File: config.mk
export PLATFORM = sky130hd
export DESIGN_NAME = dram_req_bridge
export DESIGN_NICKNAME = d
export VERILOG_FILES = /design/src/rtl/dram_req_bridge.sv
export SDC_FILE = /design/constraint.sdc
export NUM_CORES = 1
export LEC_CHECK = 0
export ABC_CLOCK_PERIOD_IN_PS = 8600
export CAP_MARGIN = 10
export CORE_ASPECT_RATIO = 1.1
export CORE_MARGIN = 5
export CORE_UTILIZATION = 40
export CTS_BUF_LIST = sky130_fd_sc_hd__clkbuf_8
export DETAILED_ROUTE_END_ITERATION = 8
export HOLD_SLACK_MARGIN = 0.1
export PLACE_DENSITY = 0.73
export SKIP_CTS_REPAIR_TIMING = 1
export SYNTH_ARGS = -nofsm -noshare
export SYNTH_HDL_FRONTEND = slang
export SYNTH_SLANG_ARGS = --single-unit
File: constraint.sdc
create_clock -name CLK -period 8.6 [get_ports CLK]
set_clock_uncertainty 0.2 [all_clocks]
set_input_delay 1.72 -clock CLK [delete_from_list [all_inputs] [get_ports CLK]]
set_output_delay 1.72 -clock CLK [all_outputs]
set_load 0.02 [all_outputs]
File: src/rtl/dram_req_bridge.sv
// Bridges single MMU load/store strobes onto a req/ack 32-bit word port,
// splitting word-crossing accesses into two beats and aligning/extending load data.
module dram_req_bridge #(
  parameter int ADDR_WIDTH  = 27,
  parameter bit ALLOW_SPLIT = 1'b1
) (
  input  logic                  CLK,
  input  logic                  RST,
  input  logic [31:0]           w_dram_addr,
  input  logic [31:0]           w_dram_wdata,
  input  logic [2:0]            w_dram_ctrl,
  input  logic                  w_dram_we_t,
  input  logic                  w_dram_le,
  output logic                  w_dram_busy,
  output logic [31:0]           w_dram_odata,
  output logic                  w_set_dram_le,
  output logic                  o_mem_req,
  output logic                  o_mem_we,
  output logic [ADDR_WIDTH-1:0] o_mem_addr,
  output logic [31:0]           o_mem_wdata,
  output logic [3:0]            o_mem_wstrb,
  input  logic                  i_mem_ack,
  input  logic [31:0]           i_mem_rdata,
  output logic                  o_err
);

  typedef enum logic [1:0] {IDLE = 2'd0, BEAT0 = 2'd1, BEAT1 = 2'd2, DONE = 2'd3} state_e;

  function automatic logic [3:0] size_mask(input logic [2:0] f3);
    case (f3)
      3'd0, 3'd4: size_mask = 4'b0001;
      3'd1, 3'd5: size_mask = 4'b0011;
      default:    size_mask = 4'b1111;
    endcase
  endfunction

  function automatic logic ctrl_legal(input logic [2:0] f3);
    case (f3)
      3'd0, 3'd1, 3'd2, 3'd4, 3'd5: ctrl_legal = 1'b1;
      default:                      ctrl_legal = 1'b0;
    endcase
  endfunction

  function automatic logic [31:0] extend_load(input logic [2:0] f3, input logic [31:0] raw);
    case (f3)
      3'd0:    extend_load = {{24{raw[7]}}, raw[7:0]};
      3'd1:    extend_load = {{16{raw[15]}}, raw[15:0]};
      3'd4:    extend_load = {24'd0, raw[7:0]};
      3'd5:    extend_load = {16'd0, raw[15:0]};
      default: extend_load = raw;
    endcase
  endfunction

  state_e                state_r, state_next_s;
  logic [ADDR_WIDTH+1:0] addr_r, sel_addr_s;
  logic [31:0]           wdata_r, sel_wdata_s, beat0_rdata_r, raw_load_s;
  logic [2:0]            ctrl_r;
  logic [3:0]            mask_r, sel_mask_s, in_mask_s;
  logic                  we_r, sel_we_s, split_r;
  logic [7:0]            in_span_s, sel_span_s;
  logic [2:0]            sel_rshift_s, ld_rshift_s;
  logic                  strobe_s, accept_s, in_cross_s, err_set_s, finish_s;
  logic                  req_s, mem_we_s;
  logic [ADDR_WIDTH-1:0] mem_addr_s, sel_word_s;
  logic [31:0]           mem_wdata_s;
  logic [3:0]            mem_wstrb_s;
  logic                  busy_r, set_le_r, req_r, mem_we_r, err_r;
  logic [31:0]           odata_r, mem_wdata_r;
  logic [ADDR_WIDTH-1:0] mem_addr_r;
  logic [3:0]            mem_wstrb_r;
  logic                  unused_addr_s;

  assign unused_addr_s = ^w_dram_addr[31:ADDR_WIDTH+2];

  assign strobe_s   = w_dram_le | w_dram_we_t;
  assign accept_s   = (state_r == IDLE) & strobe_s;
  assign in_mask_s  = size_mask(w_dram_ctrl);
  assign in_span_s  = {4'b0000, in_mask_s} << w_dram_addr[1:0];
  assign in_cross_s = |in_span_s[7:4];
  assign err_set_s  = (w_dram_le & w_dram_we_t) | ((state_r != IDLE) & strobe_s)
                    | (accept_s & ~ctrl_legal(w_dram_ctrl))
                    | (accept_s & in_cross_s & ~ALLOW_SPLIT);

  // Beat fields come straight from the inputs on the accept edge, from the latched copy afterwards.
  always_comb begin
    if (accept_s) begin
      sel_addr_s  = w_dram_addr[ADDR_WIDTH+1:0];
      sel_wdata_s = w_dram_wdata;
      sel_mask_s  = in_mask_s;
      sel_we_s    = w_dram_we_t;
    end else begin
      sel_addr_s  = addr_r;
      sel_wdata_s = wdata_r;
      sel_mask_s  = mask_r;
      sel_we_s    = we_r;
    end
  end

  assign sel_word_s   = sel_addr_s[ADDR_WIDTH+1:2];
  assign sel_span_s   = {4'b0000, sel_mask_s} << sel_addr_s[1:0];
  assign sel_rshift_s = 3'd4 - {1'b0, sel_addr_s[1:0]};
  assign ld_rshift_s  = 3'd4 - {1'b0, addr_r[1:0]};

  always_ff @(posedge CLK or posedge RST) begin
    if (RST) state_r <= IDLE;
    else     state_r <= state_next_s;
  end

  always_comb begin
    state_next_s = state_r;
    case (state_r)
      IDLE:    if (accept_s) state_next_s = BEAT0; else state_next_s = IDLE;
      BEAT0:   if (i_mem_ack) state_next_s = split_r ? BEAT1 : DONE; else state_next_s = BEAT0;
      BEAT1:   if (i_mem_ack) state_next_s = DONE; else state_next_s = BEAT1;
      DONE:    state_next_s = IDLE;
      default: state_next_s = IDLE;
    endcase
  end

  // Memory-port values for the state being entered; registered below so they line up with it.
  always_comb begin
    req_s       = 1'b0;
    mem_we_s    = 1'b0;
    mem_addr_s  = {ADDR_WIDTH{1'b0}};
    mem_wdata_s = 32'd0;
    mem_wstrb_s = 4'd0;
    case (state_next_s)
      BEAT0: begin
        req_s      = 1'b1;
        mem_we_s   = sel_we_s;
        mem_addr_s = sel_word_s;
        if (sel_we_s) begin
          mem_wstrb_s = sel_span_s[3:0];
          mem_wdata_s = sel_wdata_s << {sel_addr_s[1:0], 3'b000};
        end else begin
          mem_wstrb_s = 4'd0;
          mem_wdata_s = 32'd0;
        end
      end
      BEAT1: begin
        req_s      = 1'b1;
        mem_we_s   = sel_we_s;
        mem_addr_s = sel_word_s + {{(ADDR_WIDTH-1){1'b0}}, 1'b1};
        if (sel_we_s) begin
          mem_wstrb_s = sel_mask_s >> sel_rshift_s;
          mem_wdata_s = sel_wdata_s >> {sel_rshift_s, 3'b000};
        end else begin
          mem_wstrb_s = 4'd0;
          mem_wdata_s = 32'd0;
        end
      end
      default: req_s = 1'b0;
    endcase
  end

  assign finish_s   = ((state_r == BEAT0) | (state_r == BEAT1)) & (state_next_s == DONE);
  assign raw_load_s = split_r ? ((beat0_rdata_r >> {addr_r[1:0], 3'b000})
                                 | (i_mem_rdata << {ld_rshift_s, 3'b000}))
                              : (i_mem_rdata >> {addr_r[1:0], 3'b000});

  always_ff @(posedge CLK or posedge RST) begin
    if (RST) begin
      addr_r        <= {(ADDR_WIDTH+2){1'b0}};
      wdata_r       <= 32'd0;
      ctrl_r        <= 3'd0;
      mask_r        <= 4'd0;
      we_r          <= 1'b0;
      split_r       <= 1'b0;
      beat0_rdata_r <= 32'd0;
    end else begin
      if (accept_s) begin
        addr_r  <= w_dram_addr[ADDR_WIDTH+1:0];
        wdata_r <= w_dram_wdata;
        ctrl_r  <= w_dram_ctrl;
        mask_r  <= in_mask_s;
        we_r    <= w_dram_we_t;
        split_r <= in_cross_s & ALLOW_SPLIT;
      end
      if ((state_r == BEAT0) && i_mem_ack) beat0_rdata_r <= i_mem_rdata;
    end
  end

  always_ff @(posedge CLK or posedge RST) begin
    if (RST) begin
      busy_r      <= 1'b0;
      req_r       <= 1'b0;
      mem_we_r    <= 1'b0;
      mem_addr_r  <= {ADDR_WIDTH{1'b0}};
      mem_wdata_r <= 32'd0;
      mem_wstrb_r <= 4'd0;
      set_le_r    <= 1'b0;
      odata_r     <= 32'd0;
      err_r       <= 1'b0;
    end else begin
      busy_r      <= (state_next_s != IDLE);
      req_r       <= req_s;
      mem_we_r    <= mem_we_s;
      mem_addr_r  <= mem_addr_s;
      mem_wdata_r <= mem_wdata_s;
      mem_wstrb_r <= mem_wstrb_s;
      set_le_r    <= finish_s & ~we_r;
      if (finish_s && !we_r) odata_r <= extend_load(ctrl_r, raw_load_s);
      err_r       <= err_r | err_set_s;
    end
  end

  assign w_dram_busy   = busy_r;
  assign w_dram_odata  = odata_r;
  assign w_set_dram_le = set_le_r;
  assign o_mem_req     = req_r;
  assign o_mem_we      = mem_we_r;
  assign o_mem_addr    = mem_addr_r;
  assign o_mem_wdata   = mem_wdata_r;
  assign o_mem_wstrb   = mem_wstrb_r;
  assign o_err         = err_r;

endmodule

== Yosys cells after proc, flatten, opt, wreduce, memory -nomap -nowiden ==
Index checks and enable logic that the tools add are counted.

* Word-level logic and storage cells: 90
* Output and inout bits: 100
* Input port bits: 104
* Register bits: 204

* Mux-type cells: 22
* Shift-type cells: 8
* Equal/unequal tests: 13
* Reduce and logical (&&, ||, !) cells: 13
* Add/subtract/negate cells: 3
* Bitwise operators: 14

{| class="wikitable"
|+ Operators by type and width
! kind !! number
|-
| $mux 32 || 4
|-
| $pmux 32 s4 || 1
|-
| $pmux 32 s2 || 1
|-
| $shr 32x5->32 || 2
|-
| $pmux 27 s2 || 1
|-
| $or 32x32->32 || 1
|-
| $shl 32x5->32 || 1
|-
| $shl 32x6->32 || 1
|-
| $shr 32x6->32 || 1
|-
| $mux 29 || 1
|-
| $add 27x1->27 const B || 1
|-
| $pmux 4 s2 || 2
|-
| $eq 3x3->1 const B || 4
|-
| $mux 4 || 3
|-
| $eq 2x2->1 const B || 4
|-
| $pmux 2 s4 || 1
|-
| $shl 4x2->8 || 1
|-
| $mux 1 || 7
|-
| $and 1x1->1 || 6
|-
| $eq 3x1->1 const B || 2
|-
| $logic_not 3->1 || 2
|-
| $reduce_or 2->1 || 3
|-
| $sub 3x2->3 const A || 2
|-
| $or 1x1->1 || 5
|-
| 12 further kinds || 16
|}

== Logic depth before layout (Yosys ltp) ==
Gate-level depths: netlist (run 1).

* Depth in word-level cells: 7
* Gate-level depth with buffers: 18
* Depth with buffers taken out: 12

== Worst setup path before layout (run 1) ==
No wires, ideal clock.

* Kind: input-to-reg
* From: in w_dram_we_t
* To: reg mem_addr_r[26] (netlist: o_mem_addr[26])
* Arrival: 4.268 ns
* Cell stages on the path: 13
* Library setup time: 0.122 ns
* Data required time: 8.278 ns
* Path buffers: 4
* Setup slack: 4.011 ns
* Path through: o21a_2 > buf_6 > buf_2 > buf_2 > nand2_1 > nand2_1 > ha_1 > clkbuf_1 > nand4_1 > or4b_4 > a2bb2oi_4 > nand4_1 > a32o_1

* Elaborated cells on any way between the ends: 9
* Those cells by class: 1 x add/sub; 2 x eq/ne; 4 x mux; 2 x bitwise

{| class="wikitable"
|+ RTL lines
! what !! RTL line !! RTL
|-
| start, declared || 12 || <nowiki>input logic w_dram_we_t,</nowiki>
|-
| $or 1x1->1 || 75 || <nowiki>assign strobe_s = w_dram_le | w_dram_we_t;</nowiki>
|-
| $and 1x1->1 || 76 || <nowiki>assign accept_s = (state_r == IDLE) & strobe_s;</nowiki>
|-
| $mux 29 || 86 || <nowiki>if (accept_s) begin</nowiki>
|-
| via sel_addr_s[2] || 55 || <nowiki>logic [ADDR_WIDTH+1:0] addr_r, sel_addr_s;</nowiki>
|-
| $add 27x1->27 || 143 || <nowiki>mem_addr_s = sel_word_s + {{(ADDR_WIDTH-1){1'b0}}, 1'b1};</nowiki>
|-
| $pmux 27 s2 || 127 || <nowiki>case (state_next_s)</nowiki>
|-
| via mem_addr_s[26] || 64 || <nowiki>logic [ADDR_WIDTH-1:0] mem_addr_s, sel_word_s;</nowiki>
|-
| end signal, assigned || 188 || <nowiki>mem_addr_r <= {ADDR_WIDTH{1'b0}};</nowiki>
|-
| end signal, assigned || 198 || <nowiki>mem_addr_r <= mem_addr_s;</nowiki>
|-
| end, declared || 69 || <nowiki>logic [ADDR_WIDTH-1:0] mem_addr_r;</nowiki>
|}

The timed path passes the listed nets, and every way through them passes these cells.
A chain may end at the register's enable or synchronous reset.

== Worst setup path after layout (run 1) ==
* From: in w_dram_we_t
* To: reg odata_r[25] (netlist: w_dram_odata[25])

* Cells in the longest elaborated chain, start to end: 7

{| class="wikitable"
|+ Ends and longest elaborated chain
! what !! RTL line !! RTL
|-
| $or 1x1->1 || 75 ||
|-
| $and 1x1->1 || 76 ||
|-
| $mux 1 || 112 || <nowiki>IDLE: if (accept_s) state_next_s = BEAT0; else state_next_s = IDLE;</nowiki>
|-
| $pmux 2 s4 || 111 || <nowiki>case (state_r)</nowiki>
|-
| via state_next_s[0] || 54 || <nowiki>state_e state_r, state_next_s;</nowiki>
|-
| $eq 2x2->1 || 156 || <nowiki>assign finish_s = ((state_r == BEAT0) | (state_r == BEAT1)) & (state_next_s == DONE);</nowiki>
|-
| $and 1x1->1 || 156 ||
|-
| $logic_and 1x1->1 || 202 || <nowiki>if (finish_s && !we_r) odata_r <= extend_load(ctrl_r, raw_load_s);</nowiki>
|-
| end signal, assigned || 202 ||
|-
| end, declared || 68 || <nowiki>logic [31:0] odata_r, mem_wdata_r;</nowiki>
|}

The timed path passes the listed nets, and every way through them passes these cells.

==> summary.txt, run 1 <==
Die area - 32600 sq um
Die width - 173 microns
Clock power share - 14.3%
Fill cells - 2553
GPL Wtd Cong - 0.887
Final WL - 35400 microns
#FFs+latches synth - 204
DRC viols - 0
Average cell area after synthesis - 10.2 sq um
Die H - 189 microns
Clock Tree Root - clkbuf_8
CTS tree - built
Largest family of logic cells by synthesized area - multiplexers
Synth Area in Compound Gates - 17.0%
Max Cap Viol - 0
Max rail drop VDD - 226 uV
RSZ-0062 raised after global routing - no
Final setup vio count - 0
Setup TNS - 0 ns
CP Capture Type - flop
Syn Nets - 1259
Synth cell types - 79
Largest stage delay, worst path - 0.75 ns
1st-iter DRT viols - 1105
# H-tree levels - 2
Site row count - 65
Minimum clock period - 5.90 ns
Initial DRT Pass Iterations - 5
Outcome - finished clean
Crit share post-route - 68.7%
Area Growth Syn to Fin - 24.6%
Pin count of the biggest net entering global routing - 140
Clock latency at the later pin of the worst-skew pair - 0.53 ns
Async set-reset flop share out of synthesis - 100%
Global-route wire length before repair - 55400 microns
Internal Pwr Total - 0.00330 W
Arr. time, crit path - 6.07 ns
Top-area cell type share of the netlist area - 43.9%
Crit path from - w_dram_we_t
Synth area leaders - dfrtp_1, mux2_2, mux2i_1
IO Pins - 204
Routed Antenna Nets - 0
Mux share of post-synthesis cell area - 18.8%
Initial core utilization - 40.5%
Number of synthesized flops with an enable pin - 0
Diode count - 0
WL/cell - 20.8 microns
PwrDens - 414 nW/um^2
GR Overflow Total - 0
Initial antenna violation count - 0
GRT Util Overall - 20.8%
Setup CP Type - in2reg
Most used flip-flop cell after synthesis - dfrtp_1
PortBufs - 200
Cell area after synthesis - 11600 sq um
Clock transition at the registers of the reported paths - 0.06 ns
Fin. Hold Viols - 0
Slew headroom - 26.9%
Warnings, synthesis - 0
Synth Area in Simple Gates - 14.1%
Sw Ratio - 45.0%
CTS Buffer Depth - 3
Worst hold path class - reg2reg
Psw - 0.00270 W
Logic pwr share - 58.1%
Worst Path Max Fanout - 42
Vias post-DR - 10171
Core area - 28700 sq um
Vias in the first global route - 10086
Area leader, netlist - dfrtp_1
Worst R2R Start - state_r[0]$_DFF_PP0_
Reg power frac - 27.5%
Post-synthesis adder-cell area fraction - 1.18%
Post-synthesis sequential area ratio - 43.9%
Post-DP HPWL - 23900 microns
CTS Buf Count - 36
Vias per inst - 5.96
Post-placement cell count - 1646
Synth Area in XOR/XNOR - 0.226%
Synthesized instance count - 1144
Critical path's slowest cell - clkinv_1
Critical Path RT - 8.77 ns
Leakage - 6.21 nW
Worst-Margin Slew - 1.09 ns
Layout Cells excl Fill - 1707
Critical path launch point type - input pin
Layout cells sized above 1 - 13.7%
Max-slew violation count - 0
Hold_sp - w_dram_odata[2]$_DFFE_PP0P_
Crit-path cells - clkdlybuf4s50_1, o21a_4, nand2_1, o21a_1, inv_1, ha_1, nand3b_1, clkinv_1, o41a_1, a21boi_4, a21oi_1
Clock Sinks - 204
Fmax - 0.169 GHz
NumNets Final - 1431
==> per-stage QoR <==
stage / hold WS (ns) / setup WS (ns) / area [sq um] / util, % / power [W]
global placement: 0.261 / 2.34 / 13800 / 48.1 / 0.00505
detailed placement: 0.266 / 2.21 / 13800 / 48.1 / 0.00513
finish: 0.276 / 2.70 / 14500 / 50.5 / 0.00600
global route: 0.317 / 2.49 / 14500 / 50.5 / 0.00641
floorplan: 0.251 / 1.11 / 11600 / - / 0.00408
CTS: 0.279 / 2.78 / 14500 / 50.5 / 0.00602
==> cells in the final DEF, fill, tap and decap left out, types with 21 or more instances in the layout <==
cell type | synthesis | final
clkbuf_8 | 0 | 44
mux2_2 | 67 | 67
mux2i_1 | 74 | 74
dfrtp_1 | 204 | 203
a211oi_1 | 27 | 27
nor2_1 | 72 | 72
o22ai_1 | 25 | 25
nand3_1 | 51 | 51
o21ai_0 | 43 | 43
nand2_1 | 130 | 130
a21oi_1 | 55 | 55
a31oi_1 | 21 | 21
mux4_2 | 30 | 30
inv_1 | 37 | 47
clkdlybuf4s50_1 | 0 | 200
==> path summary, 6_finish.rpt <==
check | cells after the start | endpoint | slack (ns)
min | 2 | w_dram_odata[2]$_DFFE_PP0P_ | 0.28
max reg2reg | 12 | w_dram_odata[25]$_DFFE_PP0P_ | 3.68
max in group asynchronous | 3 | addr_r[18]$_DFF_PP0_ | 5.12
min in group asynchronous | 2 | wdata_r[29]$_DFF_PP0_ | 1.61
max | 11 | w_dram_odata[25]$_DFFE_PP0P_ | 2.70
min reg2reg | 2 | w_dram_odata[2]$_DFFE_PP0P_ | 0.28
==> synthesized netlist by cell type (11+ instances only) <==
| library cell | instances |
|---|---|
| nand2_1 | 130 |
| mux4_2 | 30 |
| o22ai_1 | 25 |
| a21oi_1 | 55 |
| a31oi_1 | 21 |
| dfrtp_1 | 204 |
| ha_1 | 11 |
| mux2_2 | 67 |
| nor2_1 | 72 |
| o21ai_0 | 43 |
| buf_2 | 19 |
| nand3_1 | 51 |
| and2_1 | 14 |
| clkbuf_1 | 36 |
| nor3_1 | 13 |
| nor2b_1 | 15 |
| and3_1 | 14 |
| inv_1 | 37 |
| a211oi_1 | 27 |
| mux2i_1 | 74 |
==> flip-flops by register name, summed over array words and instances (netlist names), 4 cells and up <==
name           count
w_dram_odata      32
wdata_r           32
addr_r            29
o_mem_addr        27
o_mem_wstrb        4
mask_r             4
beat0_rdata_r     32
o_mem_wdata       32
==> logic make-up after synthesis <==
family / Yosys count
adders and majority gates: 11
DFF: 204
and+or+nand+nor: 348
buffers and inverters: 120
xor gates and xnor gates: 3
AOI/OAI and AO/OA: 286
muxes: 172
==> critical path, delay by kind of cell <==
family,cells,cell delay (ns)
AND/OR/NAND/NOR,2,0.78
AO/OA/AOI/OAI,5,1.89
adder cells (fa/ha/maj),1,0.16
buffers and inverters,3,1.50
==> power groups by stage <==
stage | Sequential, W | Clock [W] | Combinational, W
floorplan | 0.00176 | 0 | 0.00232
global placement | 0.00165 | 0 | 0.00340
detailed placement | 0.00166 | 0 | 0.00347
CTS | 0.00165 | 0.000881 | 0.00348
global route | 0.00170 | 0.000932 | 0.00378
finish | 0.00165 | 0.000860 | 0.00349
==> metal layers <==
layer / track usage [%] / up-vias / routed length (microns)
li1: - / 4555 / -
met1: 27.1 / 4986 / 14300
met2: 33.2 / 525 / 16600
met3: 4.35 / 105 / 2830
met4: 10.0 / 0 / 1650
met5: 0 / - / 0
==> cell type report <==
cell class	instances	area (sq um)	area share [%]
clock buffer	44	606	4.18
multi-input combinational	820	5990	41.3
clock inverter	17	75.1	0.518
sequential	204	5110	35.2
tap	368	460	3.18
inverter	42	165	1.14
timing repair buffer	212	2090	14.4
(Power assumes the default switching activity.)
==> inputs of run 2 (changes only) <==
--- a/config.mk
+++ b/config.mk
@@ -5,7 +5,7 @@
 export SDC_FILE = /design/constraint.sdc
 export NUM_CORES = 1
 export LEC_CHECK = 0
-export ABC_CLOCK_PERIOD_IN_PS = 8600
+export ABC_CLOCK_PERIOD_IN_PS = 6000
 export CAP_MARGIN = 10
 export CORE_ASPECT_RATIO = 1.1
 export CORE_MARGIN = 5
==> constraint.sdc (replaced) <==
create_clock -name CLK -period 6 [get_ports CLK]
set_clock_uncertainty 0.2 [all_clocks]
set_input_delay 1.2 -clock CLK [delete_from_list [all_inputs] [get_ports CLK]]
set_output_delay 1.2 -clock CLK [all_outputs]
set_load 0.02 [all_outputs]
==> run 2 against run 1 <==
Effect of this change:
- critical path depth shrank 1
- sequential share of layout area is 0.23 points lower
- die area unchanged
- wire length shrank 0.72%
- final area grew 0.65%
- worst setup slack got worse by 1.1 ns
- global-route usage grew 0.10 points
- non-clock buffer count grew 6
- largest cell class unchanged
- first-iteration DRC count decreased by 9.1%
- flip-flop and latch count unchanged
- critical path type unchanged
- final cell count is 0.76% higher
==> summary.txt, run 2 (synthesized netlist as in run 1, its figures left out) <==
Worst-Margin Slew - 1.15 ns (+0.0626 ns)
Layout Cells excl Fill - 1720 (+0.76%)
GPL Wtd Cong - 0.906 (+2.1%)
PortBufs - 200 (unchanged)
Initial core utilization - 40.5% (unchanged)
Reg2reg setup slack - 2.04 ns (-1.64 ns)
Final WL - 35200 microns (-0.72%)
Placed Area - 13900 sq um (+0.48%)
IO Pins - 204 (unchanged)
Die area - 32600 sq um (unchanged)
Critical path launch point type - input pin
Fin worst setup slack - 1.55 ns (-1.15 ns)
Hold path depth - 2 (unchanged)
Post-DP HPWL - 23700 microns (-0.65%)
Commonest cells after routing, fill and taps aside - dfrtp_1, clkdlybuf4s50_1, nand2_1, mux2i_1, nor2_1
Initial DRT Pass Iterations - 6 (+1)
Slew headroom - 22.7% (-4.2 points)
Final setup vio count - 0 (unchanged)
Worst R2R Start - addr_r[1]$_DFF_PP0_
DRC viols - 0 (unchanged)
Crit share post-route - 74.2%
Leakage - 6.26 nW (+0.77%)
RSZ-0062 raised after global routing - no
Hold_sp - w_dram_odata[2]$_DFFE_PP0P_
Critical Path RT - 6.26 ns (-2.51 ns)
Max-slew violation count - 0 (unchanged)
Site row count - 65 (unchanged)
Global-route wire length before repair - 55700 microns (+0.45%)
PwrDens - 592 nW/um^2 (+43%)
CTS tree - built
Setup TNS - 0 ns (unchanged)
Clock Tree Root - clkbuf_8
Die H - 189 microns (unchanged)
Area Growth Syn to Fin - 25.4%
Fill cells - 2593 (+1.6%)
Vias per inst - 5.88 (-1.3%)
Vias post-DR - 10112 (-0.58%)
Clock latency at the later pin of the worst-skew pair - 0.54 ns (about the same)
GR Overflow Total - 0 (unchanged)
Vias in the first global route - 10080 (-0.059%)
Layout cells sized above 1 - 13.9% (+0.27 points)
# H-tree levels - 2 (unchanged)
Setup CP Type - in2reg
Clock Sinks - 204 (unchanged)
Max Cap Viol - 0 (unchanged)
NumNets Final - 1440 (+0.63%)
CTS Buf Count - 39 (+8.3%)
Final Core Density - 50.8% (+0.33 points)
Most common cell after layout, fill and taps aside - dfrtp_1
Reg2reg path depth - 9 (-3)
CP Capture Type - flop
Core area - 28700 sq um (unchanged)
Fmax - 0.225 GHz
Die width - 173 microns (unchanged)
CTS Buffer Depth - 3 (unchanged)
Fin. Hold Viols - 0 (unchanged)
Worst Path Max Fanout - 27 (-36%)
Hold Path End - w_dram_odata[2]$_DFFE_PP0P_
Clock transition at the registers of the reported paths - 0.06 ns (about the same)
Pin count of the biggest net entering global routing - 99 (-29%)
GRT Util Overall - 20.9% (+0.10 points)
Design Area, Final - 14600 sq um (+0.65%)
Minimum clock period - 4.45 ns
Worst hold path class - reg2reg
Reg-to-Reg End - w_dram_odata[17]$_DFFE_PP0P_
Post-placement cell count - 1652 (+0.36%)
Routed Antenna Nets - 0 (unchanged)
Outcome - finished clean
Initial antenna violation count - 3 (+3)
Max rail drop VDD - 340 uV (+51%)
Arr. time, crit path - 4.71 ns (-1.36 ns)
Dpl ws - 1.08 ns (-1.13 ns)
1st-iter DRT viols - 1004 (-9.1%)
WL/cell - 20.5 microns (-1.5%)
## run 2: cell types whose count changed in the layout (fill, tap and decap cells not counted), moves of 2 or more
| cell | previous run | this run |
|---|---|---|
| buf_12 | 0 | 2 |
| buf_4 | 12 | 16 |
| clkbuf_8 | 44 | 40 |
| clkinvlp_4 | 0 | 3 |
| diode_2 | 0 | 3 |
| inv_1 | 47 | 52 |
## run 2: worst max-delay path by stage
stage,from,to,slack [ns],depth (start not counted)
after global placement,w_dram_we_t,o_mem_wdata[31]$_DFF_PP0_,1.03,10
after detailed placement,w_dram_we_t,o_mem_wdata[4]$_DFF_PP0_,1.08,10
final,w_dram_we_t,o_mem_wdata[31]$_DFF_PP0_,1.55,10
after CTS,w_dram_we_t,o_mem_wstrb[3]$_DFF_PP0_,1.63,10
after global routing,w_dram_we_t,o_mem_wdata[4]$_DFF_PP0_,1.33,10
after floorplan,w_dram_we_t,o_mem_addr[26]$_DFF_PP0_,1.93,13
## run 2: final cells by class
type / instances / area, sq um / area share [%]
Timing Repair Buffer: 218 / 2160 / 14.8
Sequential cell: 204 / 5110 / 35.0
Tap cell: 368 / 460 / 3.16
Inverter: 42 / 161 / 1.11
Clock inverter: 25 / 150 / 1.03
Antenna cell: 3 / 7.51 / 0.0515
Clock buffer: 40 / 551 / 3.77
Multi-Input combinational cell: 820 / 5990 / 41.0
## run 2: critical path: stages
cell,delay [ns]
clkdlybuf4s50_1,0.55
o211ai_1,0.30
a21boi_1,0.22
buf_4,0.27
ha_1,0.61
inv_1,0.41
nand2_1,0.24
a21oi_2,0.37
nand2_1,0.28
o22ai_1,0.23
## run 2: where the power goes
part | leakage [nW] | internal [W] | total (W) | switching, W
sequential | 2.55 | 0.00198 | 0.00235 | 0.000373
combinational | 3.29 | 0.00212 | 0.00503 | 0.00291
clock | 0.414 | 0.000664 | 0.00126 | 0.000598
## run 2: stage by stage
| step | hold slack (ns) | total power, W |
|---|---|---|
| 2_1_floorplan | 0.251 | 0.00585 |
| 3_3_place_gp | 0.259 | 0.00726 |
| 3_5_place_dp | 0.267 | 0.00736 |
| 4_1_cts | 0.279 | 0.00866 |
| 5_1_grt | 0.311 | 0.00925 |
| 6_report | 0.274 | 0.00864 |
## run 2: metal layers
metal  vias up  wire length [microns]  GRT usage [%]
li1       4593                      -              -
met1      4911                  14500           27.3
met2       496                  16500           33.6
met3       112                   2410           3.99
met4         0                   1690           9.91
met5         -                      0              0
==> inputs of run 3 (changes only) <==
--- a/config.mk
+++ b/config.mk
@@ -5,7 +5,7 @@
 export SDC_FILE = /design/constraint.sdc
 export NUM_CORES = 1
 export LEC_CHECK = 0
-export ABC_CLOCK_PERIOD_IN_PS = 6000
+export ABC_CLOCK_PERIOD_IN_PS = 3900
 export CAP_MARGIN = 10
 export CORE_ASPECT_RATIO = 1.1
 export CORE_MARGIN = 5
@@ -13,7 +13,7 @@
 export CTS_BUF_LIST = sky130_fd_sc_hd__clkbuf_8
 export DETAILED_ROUTE_END_ITERATION = 8
 export HOLD_SLACK_MARGIN = 0.1
-export PLACE_DENSITY = 0.73
+export PLACE_DENSITY = 0.76
 export SKIP_CTS_REPAIR_TIMING = 1
 export SYNTH_ARGS = -nofsm -noshare
 export SYNTH_HDL_FRONTEND = slang
==> constraint.sdc (replaced) <==
create_clock -name CLK -period 3.9 [get_ports CLK]
set_clock_uncertainty 0.2 [all_clocks]
set_input_delay 0.78 -clock CLK [delete_from_list [all_inputs] [get_ports CLK]]
set_output_delay 0.78 -clock CLK [all_outputs]
set_load 0.02 [all_outputs]
==> run 3 against run 2 <==
Effect of this change:
- final cell count up 1.7%
- sequential power up 52%
- final area rose by 1.5%
- clock power up 45%
- wire length grew 3.9%
- core utilization grew 0.78 points
- first-iteration DRC count is 3.6% lower
- largest cell class unchanged
- highest routed layer unchanged
==> summary.txt, run 3 (synthesized netlist as in run 1, its figures left out) <==
Outcome - finished clean
Leakage - 6.41 nW (+2.4%)
Max-slew violation count - 0 (unchanged)
CTS Buffer Depth - 3 (unchanged)
Clock latency at the later pin of the worst-skew pair - 0.54 ns (about the same)
Area Growth Syn to Fin - 27.3%
Initial DRT Pass Iterations - 5 (-1)
Setup TNS - 0 ns (unchanged)
Final Core Density - 51.6% (+0.78 points)
GR Overflow Total - 0 (unchanged)
Critical path launch point type - flop
Clock Sinks - 204 (unchanged)
Max Cap Viol - 0 (unchanged)
Most common cell after layout, fill and taps aside - dfrtp_1
Psw - 0.00607 W (+56%)
Reg-to-Reg End - w_dram_odata[6]$_DFFE_PP0P_
Die H - 189 microns (unchanged)
CP Capture Type - flop
Reg power frac - 26.5% (-0.7 points)
Final WL - 36600 microns (+3.9%)
Worst R2R Start - addr_r[0]$_DFF_PP0_
Vias in the first global route - 10264 (+1.8%)
Crit path from - addr_r[0]$_DFF_PP0_
Slew headroom - 47.8% (+25 points)
Routed Antenna Nets - 0 (unchanged)
Clock power share - 13.5% (-1.1 points)
WL/cell - 20.9 microns (+2.1%)
Layout cells sized above 1 - 15.7% (+1.8 points)
Critical Path RT - 4.13 ns (-2.13 ns)
Sw Ratio - 44.9% (about the same)
Worst Path Max Fanout - 16 (-41%)
Fill cells - 2560 (-1.3%)
Clock Tree Root - clkbuf_8
Logic pwr share - 59.9% (+1.7 points)
CTS Buf Count - 37 (-5.1%)
Core area - 28700 sq um (unchanged)
Worst hold path class - reg2reg
Critical path destination - w_dram_odata[6]$_DFFE_PP0P_
Reg2reg path depth - 7 (-2)
GPL Wtd Cong - 0.920 (+1.6%)
Setup CP Type - reg2reg
DRC viols - 0 (unchanged)
Post-placement cell count - 1685 (+2.0%)
RSZ-0062 raised after global routing - no
Crit share post-route - 85.3%
GRT Util Overall - 21.8% (+0.87 points)
Clock transition at the registers of the reported paths - 0.06 ns (about the same)
Die width - 173 microns (unchanged)
1st-iter DRT viols - 968 (-3.6%)
Fmax - 0.301 GHz
IO Pins - 204 (unchanged)
Pin count of the biggest net entering global routing - 53 (-46%)
Fin. Hold Viols - 0 (unchanged)
Minimum clock period - 3.33 ns
Arr. time, crit path - 3.56 ns (-1.15 ns)
Die area - 32600 sq um (unchanged)
NumNets Final - 1471 (+2.2%)
Site row count - 65 (unchanged)
PwrDens - 912 nW/um^2 (+54%)
Post-DP HPWL - 25500 microns (+7.4%)
Final setup vio count - 0 (unchanged)
# H-tree levels - 2 (unchanged)
Commonest cells after routing, fill and taps aside - dfrtp_1, clkdlybuf4s50_1, nand2_1, mux2i_1, nor2_1
Vias post-DR - 10234 (+1.2%)
Initial antenna violation count - 5 (+2)
Reg2reg setup slack - 0.57 ns (-1.47 ns)
Initial core utilization - 40.5% (unchanged)
Internal Pwr Total - 0.00745 W (+57%)
Global-route wire length before repair - 57900 microns (+4.0%)
PortBufs - 200 (unchanged)
Vias per inst - 5.85 (-0.53%)
Layout Cells excl Fill - 1750 (+1.7%)
Hold Worst Slack - 0.275 ns (+0.000962 ns)
CTS tree - built
Worst-Margin Slew - 0.783 ns (-0.369 ns)
Max rail drop VDD - 513 uV (+51%)
==> run 3: changes by cell type in the layout (fill, tap and decap cells not counted), sizes merged <==
cell / previous run / this run
buf: 18 / 51
clkinv: 9 / 6
bufinv: 1 / 0
clkinvlp: 3 / 2
diode: 3 / 4
inv: 54 / 55
==> run 3: layout make-up <==
cell class                      instances  area (sq um)  share of cell area, %
Timing Repair Buffer                  251          2430                   16.4
Antenna cell                            4          10.0                 0.0676
Inverter                               42           161                   1.09
Tap cell                              368           460                   3.11
Multi-Input combinational cell        820          5990                   40.4
Sequential cell                       204          5110                   34.5
Clock buffer                           40           551                   3.72
Clock inverter                         21          98.8                  0.667
==> run 3: power by group through the flow <==
stage / Sequential, W / Combinational, W / Clock (W)
after floorplan: 0.00388 / 0.00512 / 0
after global placement: 0.00357 / 0.00788 / 0
after detailed placement: 0.00360 / 0.00804 / 0
after CTS: 0.00358 / 0.00808 / 0.00189
after global routing: 0.00369 / 0.00879 / 0.00199
final: 0.00358 / 0.00810 / 0.00183
==> run 3: per-layer routing <==
layer	global-route usage [%]	share of wire, %
met1	28.5	41
met4	9.02	3.9
met2	35.4	48
met3	4.45	7.4
met5	0	0
==> run 3: worst min-delay path by stage <==
| stage | start | to | cells past startpoint | slack, ns |
|---|---|---|---|---|
| after floorplan | ctrl_r[0]$_DFFE_PP0N_ | ctrl_r[0]$_DFFE_PP0N_ | 2 | 0.25 |
| after global placement | w_dram_odata[0]$_DFFE_PP0P_ | w_dram_odata[0]$_DFFE_PP0P_ | 2 | 0.26 |
| after detailed placement | w_dram_odata[6]$_DFFE_PP0P_ | w_dram_odata[6]$_DFFE_PP0P_ | 2 | 0.26 |
| after CTS | w_dram_odata[6]$_DFFE_PP0P_ | w_dram_odata[6]$_DFFE_PP0P_ | 2 | 0.28 |
| after global routing | o_err$_DFF_PP0_ | o_err$_DFF_PP0_ | 1 | 0.31 |
| final | w_dram_odata[6]$_DFFE_PP0P_ | w_dram_odata[6]$_DFFE_PP0P_ | 2 | 0.27 |
==> run 3: worst max-delay path, stage by stage, from the launching register on <==
cell and delay, ns:
dfrtp_4 0.55, inv_1 0.39, ha_1 0.33, buf_4 0.22, or2_2 0.44, nor2_1 0.61
a211oi_1 0.25, o31ai_1 0.23
==> run 3: stage by stage <==
stage	power (W)	setup slack (ns)	area [sq um]
after global routing	0.0145	0.413	14800
after global placement	0.0114	0.133	14200
final	0.0135	0.573	14800
after detailed placement	0.0116	0.0897	14200
after floorplan	0.00900	0.251	11600
after CTS	0.0135	0.625	14800
